[config.mk]
export PLATFORM = sky130hd
export DESIGN_NAME = mem_ahb_dpram_ctrl
export DESIGN_NICKNAME = d
export VERILOG_FILES = /design/src/rtl/mem_ahb_dpram_ctrl.sv
export SDC_FILE = /design/constraint.sdc
export NUM_CORES = 1
export LEC_CHECK = 0
export ABC_AREA = 1
export BUFFER_PORTS_ARGS = -buffer_cell sky130_fd_sc_hd__buf_2
export CORE_AREA = 2 2 79 81
export CTS_BUF_LIST = sky130_fd_sc_hd__clkbuf_8
export CTS_CLUSTER_DIAMETER = 120
export DETAILED_ROUTE_END_ITERATION = 10
export DIE_AREA = 0 0 81 83
export PLACE_DENSITY = 0.75
export SLEW_MARGIN = 40
export SYNTH_ARGS = -nofsm -noshare
export SYNTH_HDL_FRONTEND = slang
export SYNTH_SLANG_ARGS = --single-unit
[constraint.sdc]
create_clock -name CLK -period 1.8 [get_ports CLK]
set_input_delay 0.45 -clock CLK [delete_from_list [all_inputs] [get_ports CLK]]
set_output_delay 0.45 -clock CLK [all_outputs]
set_load 0.01 [all_outputs]
[src/rtl/mem_ahb_dpram_ctrl.sv]
// AHB-Lite slave front end for mem_ahb_dpram_sync: maps AHB beats onto the RAM write/read ports,
// builds byte strobes, inserts one wait state on read-after-write to the same word, errors bad sizes.
module mem_ahb_dpram_ctrl #(
  parameter int unsigned WIDTH_AD  = 10,
  parameter int unsigned WIDTH_DA  = 32,
  parameter int unsigned WIDTH_DS  = WIDTH_DA / 8,
  parameter int unsigned WIDTH_DSB = $clog2(WIDTH_DS)
) (
  input  logic                CLK,
  input  logic                RESET,
  input  logic                HSEL,
  input  logic [31:0]         HADDR,
  input  logic [1:0]          HTRANS,
  input  logic                HWRITE,
  input  logic [2:0]          HSIZE,
  input  logic [2:0]          HBURST,
  input  logic [WIDTH_DA-1:0] HWDATA,
  input  logic                HREADY,
  output logic                HREADYOUT,
  output logic                HRESP,
  output logic [WIDTH_DA-1:0] HRDATA,
  output logic [WIDTH_AD-1:0] WADDR,
  output logic [WIDTH_DA-1:0] WDATA,
  output logic [WIDTH_DS-1:0] WSTRB,
  output logic                WEN,
  output logic [WIDTH_AD-1:0] RADDR,
  output logic [WIDTH_DS-1:0] RSTRB,
  output logic                REN,
  input  logic [WIDTH_DA-1:0] RDATA
);

  localparam logic [2:0] ST_IDLE  = 3'd0;
  localparam logic [2:0] ST_WR    = 3'd1;
  localparam logic [2:0] ST_RD    = 3'd2;
  localparam logic [2:0] ST_STALL = 3'd3;
  localparam logic [2:0] ST_ERR1  = 3'd4;
  localparam logic [2:0] ST_ERR2  = 3'd5;

  logic [2:0]          state_q, state_d;
  logic [WIDTH_AD-1:0] addr_q, addr_d;
  logic [WIDTH_DS-1:0] strb_q, strb_d;

  logic [WIDTH_AD-1:0] haddr_ram;
  logic [WIDTH_DS:0]   span;
  logic [WIDTH_DS-1:0] strb;
  logic                accept;
  logic                bad_size;
  logic                hazard;
  logic                unused_ok;

  always_comb begin
    haddr_ram = HADDR[WIDTH_AD-1:0];
    unused_ok = ^{HBURST, HADDR[31:WIDTH_AD]};
    // span = 2^HSIZE low ones; one extra bit so a full-width beat does not overflow
    span      = ({{WIDTH_DS{1'b0}}, 1'b1} << (32'd1 << HSIZE)) - {{WIDTH_DS{1'b0}}, 1'b1};
    strb      = span[WIDTH_DS-1:0] << HADDR[WIDTH_DSB-1:0];
    bad_size  = HSIZE > 3'(WIDTH_DSB);
    accept    = HSEL && HREADY && HTRANS[1] && !RESET;
    hazard    = (state_q == ST_WR) && !HWRITE &&
                (haddr_ram[WIDTH_AD-1:WIDTH_DSB] == addr_q[WIDTH_AD-1:WIDTH_DSB]);
  end

  always_comb begin
    state_d = state_q;
    addr_d  = addr_q;
    strb_d  = strb_q;
    case (state_q)
      ST_STALL: state_d = ST_RD;
      ST_ERR1:  state_d = ST_ERR2;
      default: begin
        state_d = ST_IDLE;
        if (accept) begin
          if (bad_size) begin
            state_d = ST_ERR1;
          end else begin
            // a read accepted during WR replaces the write address; the write uses addr_q this cycle
            addr_d = haddr_ram;
            strb_d = strb;
            if (HWRITE)      state_d = ST_WR;
            else if (hazard) state_d = ST_STALL;
            else             state_d = ST_RD;
          end
        end
      end
    endcase
  end

  always_ff @(posedge CLK) begin
    if (RESET) begin
      state_q <= ST_IDLE;
      addr_q  <= '0;
      strb_q  <= '0;
    end else begin
      state_q <= state_d;
      addr_q  <= addr_d;
      strb_q  <= strb_d;
    end
  end

  always_comb begin
    HREADYOUT = !((state_q == ST_STALL) || (state_q == ST_ERR1));
    HRESP     = (state_q == ST_ERR1) || (state_q == ST_ERR2);
    HRDATA    = (state_q == ST_RD) ? RDATA : '0;
    WEN       = (state_q == ST_WR) && !RESET;
    WADDR     = addr_q;
    WSTRB     = strb_q;
    WDATA     = HWDATA;
    if (state_q == ST_STALL) begin
      REN   = !RESET;
      RADDR = addr_q;
      RSTRB = strb_q;
    end else begin
      REN   = accept && !HWRITE && !bad_size;
      RADDR = haddr_ram;
      RSTRB = strb;
    end
  end

endmodule

==> out/metrics.yaml, run 1 <==
outcome: "finished, violations left"
violations: "setup timing"
io_pins: 205
layout_common_cells: "buf_2 (113), inv_1 (55), nand2_1 (28), nor2_1 (24), a21oi_1 (16)"
hp-class: "primary input to flip-flop"
leakage_nw: 1.33
power.density_mw_per_mm2: 388
ys_seq_elements: 17
preCtsSetupSlack_ns: 0.0915
setup-tns-final_ns: -0.228
crit_fanout: 5
worstPathBufferInverterCount: 4
synth_top_area_share_pct: 22.4
wl_per_cell_um: 13.0
die_h_um: 83
maxSlewViolCount: 0
cp.required_ns: 1.35
num_vias: 1844
min_period_ns: 1.83
htree_levels: 1
syn_nets: 367
path_delay_family: "buffers and inverters"
setup_viol: 14
dp_hpwl_um: 4250
rsz0062_at_grt: "true"
gp_routability_congestion: 0.770
clock_path_buffers: 2
via_per_inst: 4.33
syn_inst: 258
p_total_mw: 0.875
drtPass1Iterations: 4
tightest_slew_ns: 0.325
fin_skew_ns: 0.00344
grt_pass1_wl_um: 7580
utilization_pct: 38.7
initial_core_util_pct: 26.2
drtIter0Drc: 46
grt_pass1_vias: 1588
drc: 0
overflow: 0
cts_root_buffer: "clkbuf_8"
timing.final.ws_setup_ns: -0.0326
synth.avg_cell_area_sq_um: 5.90
port_buffers: 114
slowest_stage: "dfxtp_2"
tritoncts: "built"
cp-start-kind: "flip-flop"
slew_headroom_pct: 78.2
synth_cell_types: 26
grt_max_degree: 33
grt_use_total_pct: 14.2
arrival_ns: 1.38
die_x_um: 81
max_cap_violations: 0
wirelength_um: 5520
num_antenna_cells: 0
cts_buffers: 3
areaGrowthSynthToFinish_pct: 47.9
max-vdd-ir-drop_mv: 0.325
rows: 28
hold_viol: 0
crit_type: "flip-flop to output pin"
clk_latency_ns: 0.25
finalCritPeriodShare_pct: 102
yosysTopAreaCell: "dfxtp_1"
path_cells: "inv_4, nor3_4, buf_12, clkinvlp_4, nand3_1, nand2_1, buf_2"
path_clk_slew_ns: 0.07
critical-path-max-stage-delay_ns: 0.36
dieArea_sq_mm: 0.00672
place_area_sq_mm: 0.00197
ys_warn_count: 0
endpoint_kind: "output pin"
core_area_sq_mm: 0.00582
synthesis.area_sq_mm: 0.00152
antenna_found_initial: 0
fin_area_sq_mm: 0.00225
drive_gt1_share_pct: 50.1
cts_sinks: 17
mostFrequentLayoutCell: "buf_2"
cts_hold_buffers: 0
antenna_left: 0
synth.area.top_cells: "dfxtp_1 (22%), buf_4 (16%), inv_1 (14%), nor2_1 (9.9%), nand2_1 (9.1%)"
fmax_ghz: 0.546
nets: 461
synth_seq_area_share_pct: 22.4
## flip-flops by register name, summed over array words and instances, names as in the netlist
signal   count
WADDR       10
state_q      3
WSTRB        4
## where the power goes
group	leakage [nW]	internal (mW)	switching, mW
combinational	1.16	0.0948	0.111
clock	0.0269	0.151	0.129
sequential	0.139	0.382	0.00697
## Yosys cell counts (all sizes together)
| master | n |
|---|---|
| nand3 | 8 |
| clkbuf | 4 |
| inv | 59 |
| xor2 | 2 |
| nor4 | 1 |
| nand3b | 1 |
| nor3 | 4 |
| nor2 | 41 |
| o31ai | 1 |
| o21ai | 29 |
| a21oi | 17 |
| dfxtp | 17 |
| nand2 | 37 |
| buf | 36 |
| xnor2 | 1 |
## worst paths after layout
kind / startpoint / endpoint / slack [ns] / cells past startpoint
max: state_q[0]$_SDFF_PP0_ / RSTRB[3] / -0.03 / 7
min: RESET / WSTRB[1]$_SDFFE_PP0P_ / 0.44 / 2
max reg2reg: state_q[0]$_SDFF_PP0_ / WADDR[5]$_SDFFE_PP0P_ / 0.30 / 9
min reg2reg: WADDR[7]$_SDFFE_PP0P_ / WADDR[7]$_SDFFE_PP0P_ / 0.50 / 2
## cells by family (layout without fill, tap and decap cells)
logic type / count (synthesis) / count (layout) / share of synthesized area (%)
buf+inv: 99 / 192 / 33.4
simple gates: 92 / 92 / 26.5
compound gates: 47 / 47 / 16.1
xor+xnor: 3 / 3 / 1.73
flops: 17 / 17 / 22.4
## timing repair
item | in CTS | in global routing
resized for setup | 28 | 34
pin swaps | 2 | 3
setup endpoints to repair | 18 | 17
endpoints found under the hold margin | 0 | 0
cloned | 2 | 2
buffers inserted | 3 | 1
## through the flow
stage,instances,hold slack (ns)
2_1_floorplan,258,0.483
3_3_place_gp,414,0.460
3_5_place_dp,414,0.467
4_1_cts,423,0.438
5_1_grt,426,0.449
6_report,426,0.444
## routing by layer
metal	wire [um]	GRT usage [%]	share of wire, %
met4	25	1.69	0.45
met1	1840	13.3	33
met2	3060	29.6	55
met3	594	4.24	11
met5	0	0	0
## final cells by class
type,instances,area [sq um]
Sequential cell,17,347
Inverter,59,224
Clock buffer,3,41.3
Timing Repair inverter,1,7.51
Tap cell,75,93.8
Fill cell,645,3560
Clock inverter,1,3.75
Multi-Input combinational cell,142,774
Timing Repair Buffer,128,761
No activity file was read; power rests on OpenSTA's default activity.
==> run 2: changes to the inputs <==
--- a/config.mk
+++ b/config.mk
@@ -6,13 +6,14 @@
 export NUM_CORES = 1
 export LEC_CHECK = 0
 export ABC_AREA = 1
-export BUFFER_PORTS_ARGS = -buffer_cell sky130_fd_sc_hd__buf_2
+export BUFFER_PORTS_ARGS = -buffer_cell sky130_fd_sc_hd__buf_4
 export CORE_AREA = 2 2 79 81
 export CTS_BUF_LIST = sky130_fd_sc_hd__clkbuf_8
 export CTS_CLUSTER_DIAMETER = 120
 export DETAILED_ROUTE_END_ITERATION = 10
 export DIE_AREA = 0 0 81 83
 export PLACE_DENSITY = 0.75
+export REMOVE_ABC_BUFFERS = 1
 export SLEW_MARGIN = 40
 export SYNTH_ARGS = -nofsm -noshare
 export SYNTH_HDL_FRONTEND = slang
==> out/metrics.yaml, run 2 (synthesis results as in run 1) <==
outcome: "finished, violations left"
violations: "setup timing"
hold_viol: 0
antenna_left: 0
clk_latency_ns: 0.26
hp-class: "primary input to flip-flop"
wl_per_cell_um: 16.9
crit_type: "flip-flop to output pin"
finalCritPeriodShare_pct: 101
initial_core_util_pct: 26.2
cp-start-kind: "flip-flop"
timing.final.ws_setup_ns: -0.0208
path_clk_slew_ns: 0.07
slew_headroom_pct: 74.7
dp_hpwl_um: 6000
grt_pass1_vias: 1560
num_vias: 1841
fin_area_sq_mm: 0.00242
endpoint_kind: "output pin"
mostFrequentLayoutCell: "buf_4"
drc: 0
maxSlewViolCount: 0
place_area_sq_mm: 0.00226
dp_cells: 414
setup_viol: 10
grt_max_degree: 33
leakage_nw: 1.36
drive_gt1_share_pct: 45.7
arrival_ns: 1.37
clock_path_buffers: 2
cts_buffers: 3
core_area_sq_mm: 0.00582
dieArea_sq_mm: 0.00672
max-vdd-ir-drop_mv: 0.307
nets: 456
rsz0062_at_grt: "true"
gp_routability_congestion: 0.774
cp.required_ns: 1.35
hold_depth: 2
areaGrowthSynthToFinish_pct: 59.2
grt_pass1_wl_um: 9440
via_per_inst: 4.37
utilization_pct: 41.7
die_h_um: 83
cts_hold_buffers: 0
num_antenna_cells: 0
fin_skew_ns: 0.00145
grt_use_total_pct: 19.6
io_pins: 205
port_buffers: 114
fmax_ghz: 0.549
crit_fanout: 7
cts_sinks: 17
largest_reg_flops: 10
tightest_slew_ns: 0.379
r2r_cells: 9
htree_levels: 1
max_cap_violations: 0
cts_root_buffer: "clkbuf_8"
drtPass1Iterations: 4
layout_common_cells: "buf_4 (118), inv_1 (55), nor2_1 (40), nand2_1 (25), a21oi_1 (16)"
antenna_found_initial: 0
drtIter0Drc: 59
tritoncts: "built"
fin_cells: 421
power.density_mw_per_mm2: 383
rows: 28
min_period_ns: 1.82
die_x_um: 81
overflow: 0
wirelength_um: 7100
preCtsSetupSlack_ns: 0.0702
==> run 2: final cells by class <==
type	instances	area, sq um
fill	601	3390
timing repair buffer	124	991
multi-input combinational	142	729
sequential	17	344
inverter	59	221
tap	75	93.8
clock buffer	3	41.3
clock inverter	1	3.75
==> run 2: per-stage QoR <==
| step | TNS, ns | hold slack (ns) | total power [mW] |
|---|---|---|---|
| CTS | 0 | 0.394 | 0.919 |
| global placement | 0 | 0.459 | 0.625 |
| floorplan | -1.54 | 0.483 | 0.482 |
| detailed placement | 0 | 0.472 | 0.630 |
| finish | -0.101 | 0.392 | 0.930 |
| global route | -0.972 | 0.400 | 0.973 |
==> run 2: worst paths after layout <==
| kind | startpoint | slack (ns) | to |
|---|---|---|---|
| hold reg to reg | WSTRB[0]$_SDFFE_PP0P_ | 0.50 | WSTRB[0]$_SDFFE_PP0P_ |
| setup / recovery | state_q[1]$_SDFF_PP0_ | -0.02 | RADDR[0] |
| hold / removal | RESET | 0.39 | WSTRB[1]$_SDFFE_PP0P_ |
| setup reg to reg | state_q[0]$_SDFF_PP0_ | 0.27 | WADDR[6]$_SDFFE_PP0P_ |
==> run 2: power by group <==
group          internal [mW]  total, mW  switching [mW]
combinational          0.135      0.241           0.106
clock                  0.152      0.298           0.146
sequential             0.383      0.390         0.00738
==> run 2: worst max-delay path, cell delays in order (launching register included) <==
cell	delay, ns
dfxtp_2	0.33
inv_2	0.04
nor3_4	0.20
buf_6	0.15
buf_12	0.13
nand2_2	0.06
o21ai_2	0.06
buf_4	0.14
==> run 2: routing by layer <==
layer | wire, um | track usage (%)
met2 | 3770 | 36.8
met5 | 0 | 0.833
met3 | 1460 | 16.2
met4 | 104 | 4.47
met1 | 1760 | 14.5
==> run 2: what timing repair did <==
item	in CTS	in global routing
cloned	1	0
endpoints found under the setup margin	16	16
gates resized for setup	14	28
pin swaps	1	1
setup buffers	2	0
